[config.mk]
export PLATFORM = sky130hd
export DESIGN_NAME = mips_instr_encoder
export DESIGN_NICKNAME = d
export VERILOG_FILES = /design/src/rtl/mips_instr_encoder_pkg.sv /design/src/rtl/mips_encode_comb.sv /design/src/rtl/mips_instr_encoder.sv
export SDC_FILE = /design/constraint.sdc
export NUM_CORES = 1
export LEC_CHECK = 0
export BUFFER_PORTS_ARGS = -buffer_cell sky130_fd_sc_hd__buf_4
export CORE_UTILIZATION = 51
export DETAILED_ROUTE_END_ITERATION = 10
export PLACE_DENSITY = 0.95
export SLEW_MARGIN = 20
export SYNTH_ARGS = -nofsm -noshare
export SYNTH_HDL_FRONTEND = slang
export SYNTH_SLANG_ARGS = --single-unit
[constraint.sdc]
create_clock -name clk -period 3 [get_ports clk]
set_clock_uncertainty 0.2 [all_clocks]
set_input_delay 0.15 -clock clk [delete_from_list [all_inputs] [get_ports clk]]
set_output_delay 0.15 -clock clk [all_outputs]
set_load 0.01 [all_outputs]
[src/rtl/mips_instr_encoder_pkg.sv]
// mips_instr_encoder_pkg: mnemonic, opcode and funct constants shared with the control decoder.
package mips_instr_encoder_pkg;
  typedef enum logic [3:0] {
    M_NOP  = 4'd0,
    M_ADD  = 4'd1,
    M_SUB  = 4'd2,
    M_ADDU = 4'd3,
    M_SUBU = 4'd4,
    M_ORI  = 4'd5,
    M_LW   = 4'd6,
    M_SW   = 4'd7,
    M_BEQ  = 4'd8,
    M_LUI  = 4'd9,
    M_JAL  = 4'd10,
    M_JR   = 4'd11
  } mnem_t;
  localparam logic [5:0] OP_SPE = 6'h00;
  localparam logic [5:0] OP_ORI = 6'h0D;
  localparam logic [5:0] OP_LW  = 6'h23;
  localparam logic [5:0] OP_SW  = 6'h2B;
  localparam logic [5:0] OP_BEQ = 6'h04;
  localparam logic [5:0] OP_LUI = 6'h0F;
  localparam logic [5:0] OP_JAL = 6'h03;
  localparam logic [5:0] FN_ADD  = 6'h20;
  localparam logic [5:0] FN_ADDU = 6'h21;
  localparam logic [5:0] FN_SUB  = 6'h22;
  localparam logic [5:0] FN_SUBU = 6'h23;
  localparam logic [5:0] FN_JR   = 6'h08;
  typedef enum logic [1:0] {S_IDLE, S_RUN, S_FULL} state_t;
endpackage

[src/rtl/mips_encode_comb.sv]
// mips_encode_comb: maps a mnemonic plus register/immediate fields to a MIPS machine word.
module mips_encode_comb
  import mips_instr_encoder_pkg::*;
(
  input  logic [3:0]  op,
  input  logic [4:0]  rs,
  input  logic [4:0]  rt,
  input  logic [4:0]  rd,
  input  logic [15:0] imm,
  input  logic [25:0] target,
  output logic        legal,
  output logic [31:0] word
);
  always_comb begin
    legal = 1'b1;
    word  = '0;
    case (op)
      M_NOP:  word = '0;
      M_ADD:  word = {OP_SPE, rs, rt, rd, 5'b0, FN_ADD};
      M_SUB:  word = {OP_SPE, rs, rt, rd, 5'b0, FN_SUB};
      M_ADDU: word = {OP_SPE, rs, rt, rd, 5'b0, FN_ADDU};
      M_SUBU: word = {OP_SPE, rs, rt, rd, 5'b0, FN_SUBU};
      M_ORI:  word = {OP_ORI, rs, rt, imm};
      M_LW:   word = {OP_LW, rs, rt, imm};
      M_SW:   word = {OP_SW, rs, rt, imm};
      M_BEQ:  word = {OP_BEQ, rs, rt, imm};
      M_LUI:  word = {OP_LUI, 5'b0, rt, imm};
      M_JAL:  word = {OP_JAL, target};
      M_JR:   word = {OP_SPE, rs, 15'b0, FN_JR};
      default: legal = 1'b0;
    endcase
  end
endmodule

[src/rtl/mips_instr_encoder.sv]
// mips_instr_encoder: streams instruction descriptors into sequential IM writes at BASE_ADDR + 4*index.
module mips_instr_encoder
  import mips_instr_encoder_pkg::*;
#(
  parameter int          DEPTH     = 1024,
  parameter logic [31:0] BASE_ADDR = 32'h0000_3000,
  localparam int         CW        = $clog2(DEPTH) + 1
) (
  input  logic          clk,
  input  logic          reset_n,
  input  logic          start,
  input  logic          finish,
  input  logic          in_valid,
  output logic          in_ready,
  input  logic [3:0]    in_op,
  input  logic [4:0]    in_rs,
  input  logic [4:0]    in_rt,
  input  logic [4:0]    in_rd,
  input  logic [15:0]   in_imm,
  input  logic [25:0]   in_target,
  output logic          im_we,
  output logic [31:0]   im_addr,
  output logic [31:0]   im_wdata,
  output logic          busy,
  output logic          full,
  output logic [CW-1:0] word_count,
  output logic          err
);
  localparam logic [CW-1:0] DEPTH_W = CW'(DEPTH);
  state_t      state, state_nx;
  logic        legal, accept, write;
  logic [31:0] word;
  mips_encode_comb u_enc (
    .op(in_op), .rs(in_rs), .rt(in_rt), .rd(in_rd),
    .imm(in_imm), .target(in_target), .legal(legal), .word(word)
  );
  assign in_ready = (state == S_RUN) && (word_count < DEPTH_W);
  assign accept   = in_valid && in_ready;
  assign write    = accept && legal;
  assign busy     = state != S_IDLE;
  assign full     = state == S_FULL;
  always_comb begin
    state_nx = state;
    case (state)
      S_IDLE:  state_nx = start ? S_RUN : S_IDLE;
      S_RUN:   state_nx = finish ? S_IDLE : (write && word_count == DEPTH_W - 1'b1) ? S_FULL : S_RUN;
      default: state_nx = start ? S_RUN : finish ? S_IDLE : S_FULL;
    endcase
  end
  always_ff @(posedge clk or negedge reset_n)
    if (!reset_n) begin
      state      <= S_IDLE;
      word_count <= '0;
      err        <= 1'b0;
      im_we      <= 1'b0;
      im_addr    <= '0;
      im_wdata   <= '0;
    end else begin
      state <= state_nx;
      im_we <= write;
      if (start && state != S_RUN) begin
        word_count <= '0;
        err        <= 1'b0;
      end else if (write)
        word_count <= word_count + 1'b1;
      else if (accept)
        err <= 1'b1;
      if (write) begin
        im_addr  <= BASE_ADDR + (32'(word_count) << 2);
        im_wdata <= word;
      end
    end
endmodule
# After elaboration in Yosys (flattened, before gate mapping)
# Cells that the tools add are included.
op_classes:
  add_sub_neg: 2
  n_lt_le_gt_ge: 1
  n_eq_ne: 16
  mux: 13
  reduce_logical: 12
op_table:
  columns: ["op", "count"]
  rows:
  - ["one-hot mux 32 bit (11 select lines)", 1]
  - ["two-way mux 11 bit", 2]
  - ["== test 4 x 3 -> 1 bit, second input constant", 4]
  - ["== test 4 bit, second input constant", 4]
  - ["adder 14 x 13 -> 15 bit, first input constant", 1]
  - ["OR reduction 12 bit", 1]
  - ["adder 11 x 1 -> 11 bit, second input constant", 1]
  - ["== test 11 x 10 -> 1 bit, second input constant", 1]
  - ["< comparator 11 bit, second input constant", 1]
  - ["== test 4 x 2 -> 1 bit, second input constant", 2]
  - ["two-way mux 2 bit", 4]
  - ["nonzero test 2 bit", 3]
  - ["logical AND 1 bit", 5]
  - ["two-way mux 1 bit", 5]
  - ["== test 4 x 1 -> 1 bit, second input constant", 1]
  - ["logical NOT 4 bit", 1]
  - ["inequality test 2 x 1 -> 1 bit, second input constant", 2]
  - ["one-hot mux 2 bit (2 select lines)", 1]
  - ["== test 2 x 1 -> 1 bit, second input constant", 1]
  - ["== test 2 bit, second input constant", 1]
  - ["logical NOT 2 bit", 1]
  - ["AND reduction 2 bit", 1]
word_totals:
  register_bits: 79
  input_bits: 66
  word_cells: 50

# Logic depth before layout (Yosys ltp)
# Gate-level depths: netlist of run 1.
depth:
  depth_word: 8
  ltp_mapped: 7
  mapped_depth_nobuf: 5

# Cells and area by module
# A second synthesis of run 1 with hierarchy kept.
hier_totals:
  cells_unflattened: 326
  area_unflattened_um2: 3547.2
by_module_without_submodules:
  columns: ["mod", "instances", "cells_each", "area_per_inst_um2", "seq_area_each_um2"]
  rows:
  - ["mips_instr_encoder", 1, 193, 2732.6, 1476.4]
  - ["mips_encode_comb", 1, 133, 814.5, 0.0]

# Worst setup path after synthesis of run 1
# OpenSTA, ideal clock, no wires.
synth_timing:
  path_kind: "register to register"
  from: "register word_count[10]"
  to: "register word_count[9]"
  arrival_ns: 1.571
  path_slack_ns: 1.151
  stages_incl_launch_ff: 6
  path_buffers: 1
  cell_sequence: "dfrtp_1 and4bb_2 buf_6 nand4_4 or4_1 a21oi_1"
synth_between:
  elab_chain_len: 5
synth_rtl:
  columns: ["element", "line", "text"]
  rows:
  - ["start: declaration", "mips_instr_encoder.sv:26", "output logic [CW-1:0] word_count,"]
  - ["start signal: assignment", "mips_instr_encoder.sv:65", "word_count <= word_count + 1'b1;"]
  - ["< comparator 11 bit", "mips_instr_encoder.sv:37", "assign in_ready = (state == S_RUN) && (word_count < DEPTH_W);"]
  - ["logical AND 1 bit", "mips_instr_encoder.sv:37", null]
  - ["logical AND 1 bit", "mips_instr_encoder.sv:38", "assign accept = in_valid && in_ready;"]
  - ["logical AND 1 bit", "mips_instr_encoder.sv:39", "assign write = accept && legal;"]
  - ["nonzero test 2 bit (no source line)", null, null]
# No other way between the ends.
# A chain may end at the register's enable or synchronous reset.

# Worst setup path after layout of run 1
layout_timing:
  from: "register state[1]"
  to: "register im_wdata[21]"
layout_between:
  elab_chain_len: 4
layout_rtl:
  columns: ["element", "line", "text"]
  rows:
  - ["start: declaration", "mips_instr_encoder.sv:30", "state_t state, state_nx;"]
  - ["start signal: assignment", "mips_instr_encoder.sv:59", "state <= state_nx;"]
  - ["== test 2 x 1 -> 1 bit", "mips_instr_encoder.sv:37", null]
  - ["logical AND 1 bit", "mips_instr_encoder.sv:37", null]
  - ["logical AND 1 bit", "mips_instr_encoder.sv:38", null]
  - ["logical AND 1 bit", "mips_instr_encoder.sv:39", null]
  - ["end signal: assignment", "mips_instr_encoder.sv:70", "im_wdata <= word;"]
  - ["end: declaration", "mips_instr_encoder.sv:23", "output logic [31:0] im_wdata,"]
# No other way between the ends.

==> results of run 1 <==
## logic make-up (layout without fill, tap and decap cells)
logic type / count (synthesis) / in the layout / synth area share (%)
xor+xnor: 4 / 4 / 1.08
simple gates: 139 / 139 / 21.3
buf+inv: 50 / 182 / 8.66
other cells: 1 / 20 / 0.115
compound gates: 112 / 112 / 22.0
mux: 6 / 6 / 1.85
fa+ha+maj: 1 / 1 / 0.385
flops: 58 / 58 / 44.6
## metrics by stage
stage	util, %	cell area [um2]	hold slack [ns]
CTS	78.6	4740	0.0176
global placement	68.2	4110	0.0476
global route	78.6	4740	0.0288
detailed placement	68.2	4110	0.0559
finish	78.6	4740	0.0223
floorplan	-	3320	-0.346
## final timing paths
path | endpoint | depth (start not counted)
worst max-delay path | im_wdata[21] | 7
worst min register to register | im_addr[11] | 2
worst max register to register | im_wdata[21] | 7
min in group asynchronous | im_addr[9] | 2
max in group asynchronous | im_wdata[18] | 2
worst min-delay path | im_wdata[2] | 4
## registers in the layout (all words and copies together), names as in the netlist
register,count
im_wdata,31
im_addr,12
word_count,11
state,2
err,1
im_we,1
## layout make-up
class                           instances  area share [%]
Clock buffer                            9            2.61
Sequential cell                        58            30.6
Tap cell                               75            1.98
Inverter                                4           0.317
Multi-Input combinational cell        282            33.5
Timing Repair Buffer                  162            27.5
Clock inverter                          7            3.46
## worst max-delay path: cells and delay by family, from the launching register on
family,cells,cell delay (ns)
AOI/OAI and AO/OA,1,0.12
buffers and inverters,3,1.19
DFF,1,0.41
and+or+nand+nor,3,0.69
## power breakdown
| part | internal, mW | total (mW) | switching (mW) |
|---|---|---|---|
| sequential | 0.909 | 1.01 | 0.0974 |
| clock | 0.721 | 1.06 | 0.335 |
| combinational | 0.373 | 0.745 | 0.372 |
## synth_stat cells (7+ instances only)
library cell,n
a21oi_1,31
nand3_1,13
a22o_1,10
nor2b_1,7
a22oi_1,9
dfrtp_1,58
a31oi_1,12
clkbuf_1,16
nand2b_1,16
o21ai_0,27
nand2_1,60
nor2_1,20
buf_4,21
## metal layers
| layer | wire, um | vias up |
|---|---|---|
| li1 | - | 1565 |
| met1 | 3850 | 1608 |
| met2 | 5170 | 209 |
| met3 | 874 | 45 |
| met4 | 427 | 0 |
| met5 | 0 | - |
## what timing repair did
| action | CTS | global route |
|---|---|---|
| resized for setup | 0 | 0 |
| buffers inserted | 0 | 0 |
| hold buffers | 34 | 0 |
| hold endpoints to repair | 88 | 0 |
==> impl_results.md, run 1 <==
* Yosys reg bits at 58
* Synthesis Warnings at 0
* Peak VDD IR at 0.351 mV
* Mean post-synth cell area at 8.76 um2
* Starting density of the core at 53.9%
* Largest cells by area after synthesis: dfrtp_1 45%, nand2_1 6.9%, buf_4 4.8%
* CP Cell Sequence: and4bb_2 > nand2_1 > inv_1 > buf_4 > nor2_1 > a21oi_1 > dlygate4sd3_1
* Gr usage total at 33.1%
* Reg2Reg Setup Slack at 0.32 ns
* Most frequent cells in the layout: 128 x buf_4, 60 x nand2_1, 58 x dfrtp_1
* Crit. Startpoint: state[1]
* Initial antenna violation count at 0
* Vias per cell at 5.74
* Final worst-path cycle share at 89.4%
* Worst path max stage delay at 0.56 ns
* Leakage at 2.29 nW
* Grt peak-use layer: met2
* CTS root buffer: clkbuf_8
* Unrepaired setup endpoints after global routing: false
* Nets at 584
* Crit-path slowest cell: dlygate4sd3_1
* Worst setup SP type: flop
* Reg area at 1450 um2
* Leading area contributor after synthesis: dfrtp_1
* Distinct cells, synth at 43
* Clk buf depth at 2
* Slew Limit Fails at 0
* PD cells at 593 nW/um2
* Hold violation count in the final report at 0
* Multi-input combinational cell area at 1590 um2
* Drt total wl at 10.3 mm
* WL/cell at 17.3 um
* Final WS setup at 0.318 ns
* Worst reg2reg startpoint: state[1]
* Main flop type after synthesis: dfrtp_1
* Final Critical Period at 2.68 ns
* Die height at 81.8 um
* CP required at 3.08 ns
* Antenna diodes at 0
* Vias in the first global route at 3376
* Status: finished clean
* Die W at 81.8 um
* Post-synth EDFFs at 0
* Yosys top cell area share at 44.6%
* Clk slew on worst S/H paths at 0.07 ns
* Setup TNS at 0 ns
* DRT Pass-1 Iters at 5
* H-Tree Level Count at 3
* Placer Congestion at 0.916
* Total power at 2.81 mW
* Worst slew pin tran at 0.900 ns
* First-pass GRT wire length at 16.3 mm
* GRT overflow at 0
* Ratio of cells with drive above 1 in the final layout at 28.5%
* CTS tree: yes
* Max Freq at 373 MHz
* Cell Area, Synth at 3250 um2
* Sequential element share of the synthesized area at 44.6%
* Endpoints failing setup at 0
* CP Class: flop to flop
* Hold Path Class: primary input to flop
* Total clock buffers created by CTS at 9
* Crit end category: flop
* Die area at 6700 um2
* Data arrival time of the worst path at 2.76 ns
* Hold Crit Start: in_target[2]
* Max-cap violation count at 0
* I/O pin total at 146
* Worst-Skew Late Latency at 0.34 ns
* Drc violations at 0
* Met1 Usage GRT at 38.0%
* Syn Inst Count at 371
* Detailed-placement wirelength estimate at 6.36 mm
* ANT nets after route at 0
* Placed insts at 547
* Largest net degree at the start of global routing at 59
* Vias at 3427
* Pre-CTS setup slack at 0.914 ns
* # port buffers at 125
* Met2 Use GR at 56.9%
* CTS sink count at 58
* Slew margin rel. at 39.9%
* Syn-to-layout area delta at 45.8%
* Met3 Resource Use GR at 7.00%
* CP max FO at 18
* FFs w/ async S/R, synth at 100%
* Final non-filler cell total at 597
* Fillers at 393
* First DRT Iteration DRCs at 257
* CORE AREA at 6030 um2
* Rows at 28
* Commonest non-fill, non-tap cell in the layout: buf_4
No activity file was read; power rests on OpenSTA's default activity.
==> inputs of run 2 (changes only) <==
MAX_ROUTING_LAYER = met4   (was unset)
==> run 2 against run 1 <==
  * Hold slack improved by 0.0055 ns
  * Sequential power is essentially flat
  * Setup slack got worse by 0.039 ns
  * Count of clock-buffer cells in the layout rose by 2
  * Non-clock buffer count increased by 1
  * Combinational power down 2%
  * Final area shrank 2.1%
  * Register-to-register slack worse by 0.04 ns
  * Global-route usage fell by 2.5 points
  * Critical path depth unchanged
  * Sequential share of layout area grew 0.64 points
  * Cell count up 0.17%
  * Critical endpoint unchanged
==> impl_results.md, run 2 (synthesis results as in run 1) <==
* Status: finished clean
* CP delay by family, top: buffers and inverters
* Most frequent cells in the layout: 128 x buf_4, 60 x nand2_1, 58 x dfrtp_1
* Worst slew pin tran at 0.924 ns
* Drt total wl at 9.43 mm
* Die area at 6700 um2
* Final worst-path cycle share at 90.7%
* CP required at 3.08 ns
* Crit end category: flop
* ANT nets after route at 0
* Crit-path slowest cell: dlygate4sd3_1
* CP bufs+invs at 3
* Top Layer Used: met4
* CTS sink count at 58
* I/O pin total at 146
* Nets at 585
* First DRT Iteration DRCs at 326
* # port buffers at 125
* Rows at 28
* Max Freq at 368 MHz
* Ratio of cells with drive above 1 in the final layout at 28.5%
* CTS resizes at 0
* Placed instance area at 4110 um2
* Largest net degree at the start of global routing at 59
* Slew margin rel. at 38.3%
* Final Instance Area at 4640 um2
* CP Class: flop to flop
* Initial antenna violation count at 0
* Hold Path Class: primary input to flop
* Peak VDD IR at 0.368 mV
* Clk buf depth at 2
* Endpoints failing setup at 0
* Detailed-placement wirelength estimate at 6.06 mm
* First-pass GRT wire length at 14.7 mm
* Top Registers: im_wdata: 31 flops, im_addr: 12 flops, word_count: 11 flops
* Antenna diodes at 0
* Setup TNS at 0 ns
* Total clock buffers created by CTS at 9
* Commonest non-fill, non-tap cell in the layout: buf_4
* Vias in the first global route at 3088
* PD cells at 515 nW/um2
* Max-cap violation count at 0
* Clk slew on worst S/H paths at 0.07 ns
* WL/cell at 15.8 um
* Gr usage total at 30.5%
* Fillers at 398
* CORE AREA at 6030 um2
* Hold violation count in the final report at 0
* Slew Limit Fails at 0
* CP Cell Sequence: and4bb_2 > nand2_1 > inv_1 > buf_4 > nor2_1 > a21oi_1 > dlygate4sd3_1
* Leakage at 2.25 nW
* Worst setup SP type: flop
* H-Tree Level Count at 3
* Biggest register: im_wdata
* Syn-to-layout area delta at 42.8%
* Max FFs per register at 31
* Worst-Skew Late Latency at 0.34 ns
* Drc violations at 0
* Die W at 81.8 um
* DRT Pass-1 Iters at 5
* Metal3 WL at 777 um
* CP max FO at 18
* Die height at 81.8 um
* WL met2 at 4.64 mm
* Vias at 3379
* CTS root buffer: clkbuf_8
* GRT overflow at 0
* Placer Congestion at 0.939
* Worst path max stage delay at 0.57 ns
* Final Critical Period at 2.72 ns
* Data arrival time of the worst path at 2.80 ns
* Unrepaired setup endpoints after global routing: false
* CTS tree: yes
* Starting density of the core at 53.9%
* Vias per cell at 5.65
* Total power at 2.39 mW
* Met1 WL at 3.75 mm
-- run 2: where the power goes --
part	leakage, nW	switching [mW]	internal, mW	total [mW]
sequential	0.750	0.0904	0.909	0.999
combinational	1.40	0.360	0.374	0.733
clock	0.0988	0.316	0.340	0.656
total	2.25	0.766	1.62	2.39
-- run 2: worst reg2reg max path: stages (launching register included) --
cell	delay, ns
dfrtp_1	0.41
and4bb_2	0.48
nand2_1	0.12
inv_1	0.36
buf_4	0.31
nor2_1	0.08
a21oi_1	0.14
dlygate4sd3_1	0.57
-- run 2: area by class of cell --
cell class	instances	area [um2]	share of cell area [%]
Clock buffer	11	151	3.26
Inverter	4	15.0	0.324
Tap cell	75	93.8	2.02
Multi-Input combinational cell	282	1590	34.2
Clock inverter	5	28.8	0.620
Timing Repair Buffer	163	1310	28.3
Sequential cell	58	1450	31.3
-- run 2: worst paths after layout --
check | start | to | slack [ns] | cells past startpoint
min | in_target[20] | im_wdata[20] | 0.03 | 4
max | word_count[10] | im_wdata[21] | 0.28 | 7
max in group asynchronous | reset_n | im_wdata[19] | 1.89 | 2
min in group asynchronous | reset_n | im_addr[11] | 0.21 | 2
max reg2reg | word_count[10] | im_wdata[21] | 0.28 | 7
min reg2reg | im_addr[11] | im_addr[11] | 0.28 | 2
-- run 2: per-stage QoR --
stage	util, %	setup WS [ns]	hold WS [ns]	cells
CTS	77.0	0.348	0.00819	598
floorplan	-	1.15	-0.346	390
detailed placement	68.2	0.884	0.0547	547
global route	77.0	0.129	0.0332	598
global placement	68.2	0.997	0.0479	547
finish	77.0	0.279	0.0278	598
-- run 2: timing repair --
item,4_1_cts,5_1_grt
buffers inserted,0,0
hold endpoints to repair,89,0
hold buffers,35,0
-- run 2: metal layers --
layer	GRT usage, %	up-vias
met5	-	-
met2	47.6	203
li1	-	1563
met3	7.44	26
met4	15.4	0
met1	36.7	1587
